## src/rtl/reset_sequencer_if.sv

```systemverilog
// Handshake bundle between a reset_sequencer (slave) and the requester/remote reset domain (master).
interface reset_sequencer_if;
  logic req;
  logic ack;
  logic out_rst_n;
  logic busy;
  logic done;
  logic timed_out;

  modport master (
    output req,
    output ack,
    input  out_rst_n,
    input  busy,
    input  done,
    input  timed_out
  );

  modport slave (
    input  req,
    input  ack,
    output out_rst_n,
    output busy,
    output done,
    output timed_out
  );
endinterface

```

## src/rtl/reset_sequencer.sv

```systemverilog
// Source-side reset initiator: holds a remote reset low, waits for the synchronized ack to rise and fall, pulses done.
// Optional RESET_SEQ_TIMEOUT_EN bounds each ack-wait state to TIMEOUT cycles and reports it on timed_out.
module reset_sequencer #(
  parameter int unsigned HOLDCYCLES = 4,
  parameter int unsigned TIMEOUT    = 255,
  parameter int unsigned CNTW       = 8
) (
  input logic              clk,
  input logic              rst_n,
  reset_sequencer_if.slave bus
);

  localparam int unsigned SYNC_STAGES = 2;
  // The counter never needs to pass the largest value it is compared against.
  localparam int unsigned CNT_SPAN = (HOLDCYCLES > TIMEOUT) ? HOLDCYCLES : TIMEOUT;
  localparam logic [CNTW-1:0] CNT_SAT   = CNTW'(CNT_SPAN - 1);
  localparam logic [CNTW-1:0] HOLD_LAST = CNTW'(HOLDCYCLES - 1);
`ifdef RESET_SEQ_TIMEOUT_EN
  localparam logic [CNTW-1:0] WAIT_LAST = CNTW'(TIMEOUT - 1);
`endif

  typedef enum logic [2:0] {
    ST_IDLE     = 3'd0,
    ST_ASSERT   = 3'd1,
    ST_WAIT_ACK = 3'd2,
    ST_RELEASE  = 3'd3,
    ST_FINISH   = 3'd4
  } state_t;

  state_t          state_q, state_d;
  logic [CNTW-1:0] cnt_q, cnt_d, cnt_inc;
  logic            out_rst_n_q, out_rst_n_d;
  logic            busy_q, busy_d;
  logic            done_q, done_d;
  logic            ack_sync;

  (* ASYNC_REG = "TRUE" *) logic [SYNC_STAGES-1:0] ack_sync_q;
  logic [SYNC_STAGES-1:0] ack_sync_d;

`ifdef RESET_SEQ_TIMEOUT_EN
  logic timed_out_q, timed_out_d;
`endif

  genvar gi;

  assign ack_sync_d[0] = bus.ack;
  generate
    for (gi = 1; gi < SYNC_STAGES; gi++) begin : g_ack_sync
      assign ack_sync_d[gi] = ack_sync_q[gi-1];
    end
  endgenerate
  assign ack_sync = ack_sync_q[SYNC_STAGES-1];

  assign cnt_inc = (cnt_q == CNT_SAT) ? cnt_q : cnt_q + CNTW'(1);

  // Next-state logic
  always_comb begin
    state_d = state_q;
    cnt_d   = cnt_q;
`ifdef RESET_SEQ_TIMEOUT_EN
    timed_out_d = timed_out_q;
`endif
    case (state_q)
      ST_IDLE: begin
        cnt_d = '0;
        if (bus.req) begin
          state_d = ST_ASSERT;
`ifdef RESET_SEQ_TIMEOUT_EN
          timed_out_d = 1'b0;
`endif
        end
      end
      ST_ASSERT: begin
        if (cnt_q == HOLD_LAST) begin
          state_d = ST_WAIT_ACK;
          cnt_d   = '0;
        end else begin
          cnt_d = cnt_inc;
        end
      end
      ST_WAIT_ACK: begin
        if (ack_sync) begin
          state_d = ST_RELEASE;
          cnt_d   = '0;
        end
`ifdef RESET_SEQ_TIMEOUT_EN
        else if (cnt_q == WAIT_LAST) begin
          state_d     = ST_RELEASE;
          cnt_d       = '0;
          timed_out_d = 1'b1;
        end else begin
          cnt_d = cnt_inc;
        end
`endif
      end
      ST_RELEASE: begin
        if (!ack_sync) begin
          state_d = ST_FINISH;
          cnt_d   = '0;
        end
`ifdef RESET_SEQ_TIMEOUT_EN
        else if (cnt_q == WAIT_LAST) begin
          state_d     = ST_FINISH;
          cnt_d       = '0;
          timed_out_d = 1'b1;
        end else begin
          cnt_d = cnt_inc;
        end
`endif
      end
      ST_FINISH: begin
        state_d = ST_IDLE;
      end
      default: begin
        state_d = ST_IDLE;
        cnt_d   = '0;
      end
    endcase
  end

  // Outputs are decoded from the next state so they leave a flop, not a decoder.
  always_comb begin
    out_rst_n_d = 1'b1;
    busy_d      = 1'b1;
    done_d      = 1'b0;
    case (state_d)
      ST_IDLE:                busy_d      = 1'b0;
      ST_ASSERT, ST_WAIT_ACK: out_rst_n_d = 1'b0;
      ST_FINISH:              done_d      = 1'b1;
      default:                ;
    endcase
  end

  always_ff @(posedge clk or negedge rst_n) begin
    if (!rst_n) begin
      state_q     <= ST_ASSERT;
      cnt_q       <= '0;
      ack_sync_q  <= '0;
      out_rst_n_q <= 1'b0;
      busy_q      <= 1'b1;
      done_q      <= 1'b0;
    end else begin
      state_q     <= state_d;
      cnt_q       <= cnt_d;
      ack_sync_q  <= ack_sync_d;
      out_rst_n_q <= out_rst_n_d;
      busy_q      <= busy_d;
      done_q      <= done_d;
    end
  end

`ifdef RESET_SEQ_TIMEOUT_EN
  always_ff @(posedge clk or negedge rst_n) begin
    if (!rst_n) begin
      timed_out_q <= 1'b0;
    end else begin
      timed_out_q <= timed_out_d;
    end
  end
  assign bus.timed_out = timed_out_q;
`else
  assign bus.timed_out = 1'b0;
`endif

  assign bus.out_rst_n = out_rst_n_q;
  assign bus.busy      = busy_q;
  assign bus.done      = done_q;

endmodule

```

## src/flat_wrapper.sv

```systemverilog
// flat-port wrapper written by rule: the top's interface ports become plain ports
module reset_sequencer_flat 
#(
  parameter int unsigned HOLDCYCLES = 4,
  parameter int unsigned TIMEOUT    = 255,
  parameter int unsigned CNTW       = 8
)
  (clk, rst_n, bus_req, bus_ack, bus_out_rst_n, bus_busy, bus_done, bus_timed_out);
  reset_sequencer_if bus_i ();
  input logic clk;
  input logic rst_n;
  input wire logic [$bits(bus_i.req)-1:0] bus_req;
  input wire logic [$bits(bus_i.ack)-1:0] bus_ack;
  output wire logic [$bits(bus_i.out_rst_n)-1:0] bus_out_rst_n;
  output wire logic [$bits(bus_i.busy)-1:0] bus_busy;
  output wire logic [$bits(bus_i.done)-1:0] bus_done;
  output wire logic [$bits(bus_i.timed_out)-1:0] bus_timed_out;
  assign bus_i.req = bus_req;
  assign bus_i.ack = bus_ack;
  assign bus_out_rst_n = bus_i.out_rst_n;
  assign bus_busy = bus_i.busy;
  assign bus_done = bus_i.done;
  assign bus_timed_out = bus_i.timed_out;
  reset_sequencer #(.HOLDCYCLES(HOLDCYCLES), .TIMEOUT(TIMEOUT), .CNTW(CNTW)) u_core (.clk(clk), .rst_n(rst_n), .bus(bus_i));
endmodule
```

## config.mk

```make
export PLATFORM = sky130hd
export DESIGN_NAME = reset_sequencer_flat
export DESIGN_NICKNAME = d
export VERILOG_FILES = /design/src/rtl/reset_sequencer_if.sv /design/src/rtl/reset_sequencer.sv /design/src/flat_wrapper.sv
export SDC_FILE = /design/constraint.sdc
export NUM_CORES = 1
export LEC_CHECK = 0
export ABC_AREA = 1
export CAP_MARGIN = 0
export CORE_MARGIN = 5
export CORE_UTILIZATION = 55
export CTS_BUF_LIST = sky130_fd_sc_hd__clkbuf_8
export DETAILED_ROUTE_END_ITERATION = 7
export GPL_TIMING_DRIVEN = 0
export PLACE_DENSITY = 0.8
export SLEW_MARGIN = 10
export SYNTH_ARGS = -nofsm -noshare
export SYNTH_HDL_FRONTEND = slang
export SYNTH_SLANG_ARGS = --single-unit
```

## constraint.sdc

```tcl
create_clock -name clk -period 1.8 [get_ports clk]
set_clock_uncertainty 0.2 [all_clocks]
set_input_delay 0.27 -clock clk [delete_from_list [all_inputs] [get_ports clk]]
set_output_delay 0.27 -clock clk [all_outputs]
set_load 0.05 [all_outputs]
```

### Word-level counts from Yosys, hierarchy flattened

Index checks and enable logic that the tools add are counted.
W data, S select, Z words.

| word-level totals | value |
|---|---|
| register bits after elaboration | 16 |
| input port bits | 4 |
| word-level logic and storage cells | 37 |

| cells by class | value |
|---|---|
| $add $sub $neg | 1 |
| equal/unequal tests | 12 |
| muxes and demuxes | 13 |
| bitwise operators | 1 |
| reductions and logical operators | 4 |

Operators with widths:

| cell | count |
|---|---|
| $mux W8 | 4 |
| $pmux W8 S4 | 1 |
| $mux W3 | 4 |
| $pmux W3 S4 | 1 |
| $eq A3 B2 Y1 const B | 3 |
| $add A8 B1 Y8 const B | 1 |
| $eq A8 B2 Y1 const B | 1 |
| $eq A8 B8 Y1 const B | 1 |
| $eq A3 B1 Y1 const B | 2 |
| $eq A3 B3 Y1 const B | 2 |
| $logic_not A3 Y1 | 2 |
| $reduce_and A4 Y1 | 1 |
| $mux W1 | 3 |
| $ne A3 B3 Y1 const B | 1 |
| $ne A2 B1 Y1 const B | 1 |
| $ne A2 B2 Y1 const B | 1 |
| $reduce_or A2 Y1 | 1 |
| $not A1 Y1 | 1 |

### Depth between registers and ports, before layout

| logic depth | value |
|---|---|
| depth after elaboration | 6 |
| gate-level depth with buffers | 10 |
| mapped depth without buffers | 9 |

### Least setup slack after synthesis

No wires, ideal clock.

| timing | value |
|---|---|
| path type | register to register |
| start point | register u_core.cnt_q[0] |
| end point | register u_core.busy_q (netlist: u_core.bus.busy) |
| library setup time | 0.086 ns |
| arrival | 1.267 ns |
| data required time | 1.514 ns |
| setup slack | 0.248 ns |
| cell stages (with the launch flop) | 9 |
| buffers on the path | 0 |
| period minus slack after synthesis | 1.552 ns |
| path through | dfrtp_1 ha_1 nand2_1 nor2_1 nand2_2 nand2_8 nand2_1 nor2_1 nand3_1 |

| on the way | value |
|---|---|
| longest elaborated chain between the ends | 5 |

RTL lines:

| what | line | source |
|---|---|---|
| from (decl) | reset_sequencer.sv:31 | `logic [CNTW-1:0] cnt_q, cnt_d, cnt_inc;` |
| from (signal assigned) | reset_sequencer.sv:144 | `cnt_q <= cnt_d;` |
| $eq A8 B2 Y1 | reset_sequencer.sv:74 | `if (cnt_q == HOLD_LAST) begin` |
| $mux W3 | reset_sequencer.sv:74 |  |
| $pmux W3 S4 | reset_sequencer.sv:63 | `case (state_q)` |
| $logic_not A3 Y1 | reset_sequencer.sv:126 | `case (state_d)` |
| $mux W1 | reset_sequencer.sv:126 |  |
| via u_core.busy_d | reset_sequencer.sv:33 | `logic busy_q, busy_d;` |
| to (signal assigned) | reset_sequencer.sv:147 | `busy_q <= busy_d;` |
| to (decl) | reset_sequencer.sv:33 |  |

The timed path passes the listed nets, and every way through them passes these cells.
A chain may end at the register's enable or synchronous reset.

### Worst setup path after layout

| timing | value |
|---|---|
| start point | register u_core.busy_q (netlist: u_core.bus.busy) |
| end point | output port bus_busy |

RTL lines:

| what | line | source |
|---|---|---|
| to (decl) | flat_wrapper.sv:15 | `output wire logic [$bits(bus_i.busy)-1:0] bus_busy;` |

No word-level cell between the ends.

==> metrics <==
Psw about 0.7 mW; Post-CTS Setup Bufs 0; library cell contributing the largest single delay on the critical path dfstp_2; standard cell core area about 1800 um^2; number of search-and-repair iterations in the first detailed-routing pass 4; buffers and inverters on the worst path 1; class of the most critical setup path flip-flop to output pin; Via Count a little under 900; worst-case vdd ir drop ~0.00085 V; clock tree root buffer cell clkbuf_8; proportion of synthesized chip area in sequential cells about two fifths; kind of cell adding the most delay to the critical path flip-flops; maximum clock insertion buffer count 2; total count of max-transition violations in the final report 0; Residual DRC 0; total die area between 2000 and 3000 um^2; top post-synthesis cells by area dfrtp_1 33%, nand2_1 13%, nand3_1 8.5%, nor2_1 5.7%, dfstp_2 5.0%; Design Area, Final roughly 1200 um^2; Syn Inst Count about 140; Top FF cell, synth dfrtp_1; area fraction of the dominant cell type after synthesis between 30% and 40%; via/cell ratio 5.146; Detail Route Antenna Nets 0; Slowest Stage Delay on Critical Path ~0.52 ns; HPWL Detailed ~1.5 mm; chain of cells forming the critical path dlygate4sd2_1; count of flip-flops with a built-in enable after synthesis 0; Post-layout nets roughly 150; share of power burned in registers about a third; synthesized net count approximately 140; die span in y 53.85 um; data required time of the worst path 1.33 ns; H-tree levels 1; internal power slightly below 0.9 mW; kind of start point of the critical path flip-flop; clock-pin slew reported for the worst setup and hold paths after clock tree synthesis roughly 0.060 ns; final wirelength slightly below 2 mm; All-Layer GR Usage between 15 and 20%; number of antenna violations at the first check in global routing 0; data arrival time of the critical path 1.29 ns; pre-CTS setup slack 0.04371 ns; global-route congestion overflow total 0; clock tree from TritonCTS built; fraction of final layout cells with drive strength greater than 1 19.18%; synth warn 0; Final min period 1.756 ns; Max-slew headroom roughly 52%; area after detailed placement about 1100 um^2; Area growth syn-to-layout 14.67%; flops & latches, synth 16; final antenna diode count 0; number of sinks on the clock net 16; # rows 15; Synth Cell Area approximately 1100 um^2; transition time of the tightest slew-check pin ~0.7 ns; share of power burned in combinational logic 47.5%; critical path capture point type output pin; cell type with the highest aggregate area in the netlist dfrtp_1; worst hold-check path type flip-flop to flip-flop; total count of hold-check failures in the final report 0; final core utilization between 60% and 70%; post-synth cell types 27; Lkg Pwr around 0.61 nW; Mapped Avg Cell Area about 7.8 um^2; setup slack on the worst flop-to-flop path roughly 0.13 ns; result of the run complete, no violations; final count of negative-setup-slack endpoints 0; most common cell in the netlist nand2_1; fraction of power spent switching nets a little over two fifths; routability congestion estimate about 0.86; unrepaired setup endpoints after global routing false; largest driver fanout on the critical path 1; number of global-route vias before repair ~840; clock network fraction of design power between 10% and 20%; pin count of the biggest net entering global routing 17; ys async rst share 100.0%; highest achievable clock rate ~570 MHz; Worst Setup Slack, final 0.04438 ns; global-route wire length before repair 3.795 mm; I/O Pins 8; number of buffers inserted for hold repair after clock tree synthesis 0; wire per inst roughly 12 um; Clk Latency, worst-skew pair between 0.2 and 0.3 ns; Iter 0 DRT Violations 20; TritonCTS buffer count 3; setup TNS 0 ns; Initial Util 59.30%; top post-synthesis cells by count 38 x nand2_1, 18 x nand3_1, 16 x nor2_1; total power divided by cell area ~1300 nW/um^2; Die W approximately 54 um; share of the clock period used by the worst path a little over nine tenths; max-capacitance violation count 0; port bufs 6
==> metrics by stage <==
stage	std cells	power (mW)	hold WS, ns
3_5_place_dp	167	1.288	0.1418
3_3_place_gp	167	1.273	0.1370
6_report	171	1.597	0.1533
4_1_cts	171	1.594	0.1569
5_1_grt	171	1.721	0.1791
2_1_floorplan	136	1.131	-0.2256
==> worst paths after layout <==
check,from,depth (start not counted),end
hold / removal,u_core.ack_sync_q[0],0,u_core.ack_sync_q[1]
hold reg to reg,u_core.ack_sync_q[0],0,u_core.ack_sync_q[1]
min in group asynchronous,rst_n,1,u_core.ack_sync_q[0]
setup / recovery,u_core.bus.busy,1,bus_busy
setup reg to reg,u_core.state_q[0],9,u_core.cnt_q[7]
max in group asynchronous,rst_n,1,u_core.bus.done
==> cells by family (layout without fill, tap and decap cells) <==
| family | Yosys count | after routing | synth area share, % |
|---|---|---|---|
| flip-flops | 16 | 16 | 38.11 |
| buffers and inverters | 21 | 31 | 8.994 |
| AND/OR/NAND/NOR | 90 | 90 | 46.15 |
| other | 1 | 1 | 0.3547 |
| AO/OA/AOI/OAI | 5 | 5 | 3.195 |
| adder cells (fa/ha/maj) | 2 | 2 | 2.366 |
| XOR/XNOR | 1 | 1 | 0.8286 |
==> power by group through the flow <==
| stage | Clock [mW] | Sequential, mW | Combinational (mW) |
|---|---|---|---|
| global route | 0.343 | 0.535 | 0.842 |
| CTS | 0.323 | 0.511 | 0.759 |
| global placement | 0 | 0.516 | 0.757 |
| floorplan | 0 | 0.597 | 0.533 |
| finish | 0.317 | 0.521 | 0.759 |
| detailed placement | 0 | 0.518 | 0.770 |
==> layout make-up <==
| cell class | count | area (um^2) |
|---|---|---|
| inverter | 19 | 76.32 |
| sequential | 16 | 402.9 |
| buffer | 2 | 18.77 |
| timing repair buffer | 6 | 56.30 |
| multi-input combinational | 99 | 571.8 |
| tap | 25 | 31.28 |
| clock buffer | 4 | 55.05 |
| fill | 142 | 570.5 |
==> layer usage <==
layer	global-route usage [%]	routed length [um]	share of wire [%]	vias up
met5	0	0	0	-
met4	7.660	38	1.9	0
met3	2.770	56	2.8	6
met2	27.62	965	49	18
met1	24.78	909	46	415
li1	-	-	-	441
==> flip-flops by register name, indices dropped and copies added (netlist names) <==
name / cells
u_core.cnt_q: 8
u_core.state_q: 3
u_core.ack_sync_q: 2
u_core.bus.busy: 1
u_core.bus.done: 1
u_core.bus.out_rst_n: 1
==> what timing repair did <==
| action | in CTS | in global routing |
|---|---|---|
| resized for setup | 3 | 2 |
| endpoints found under the setup margin | 3 | 10 |
| pin swaps | 0 | 0 |
==> layout by cell type, fill, tap and decap left out, types with 2 or more instances in the layout <==
cell type        Yosys  final
nor2_1              16     16
dlygate4sd2_1        0      3
nand3_1             18     18
inv_2                3      3
inv_1               14     14
clkdlybuf4s50_1      0      3
nor3_1               3      3
dfstp_2              2      2
nor2_4               2      2
nand2_1             38     38
nand2_2              3      3
clkbuf_8             0      4
nand2_8              2      2
dfrtp_1             14     14
o21ai_0              3      3
nand2_4              3      3
No activity file was read; power rests on OpenSTA's default activity.
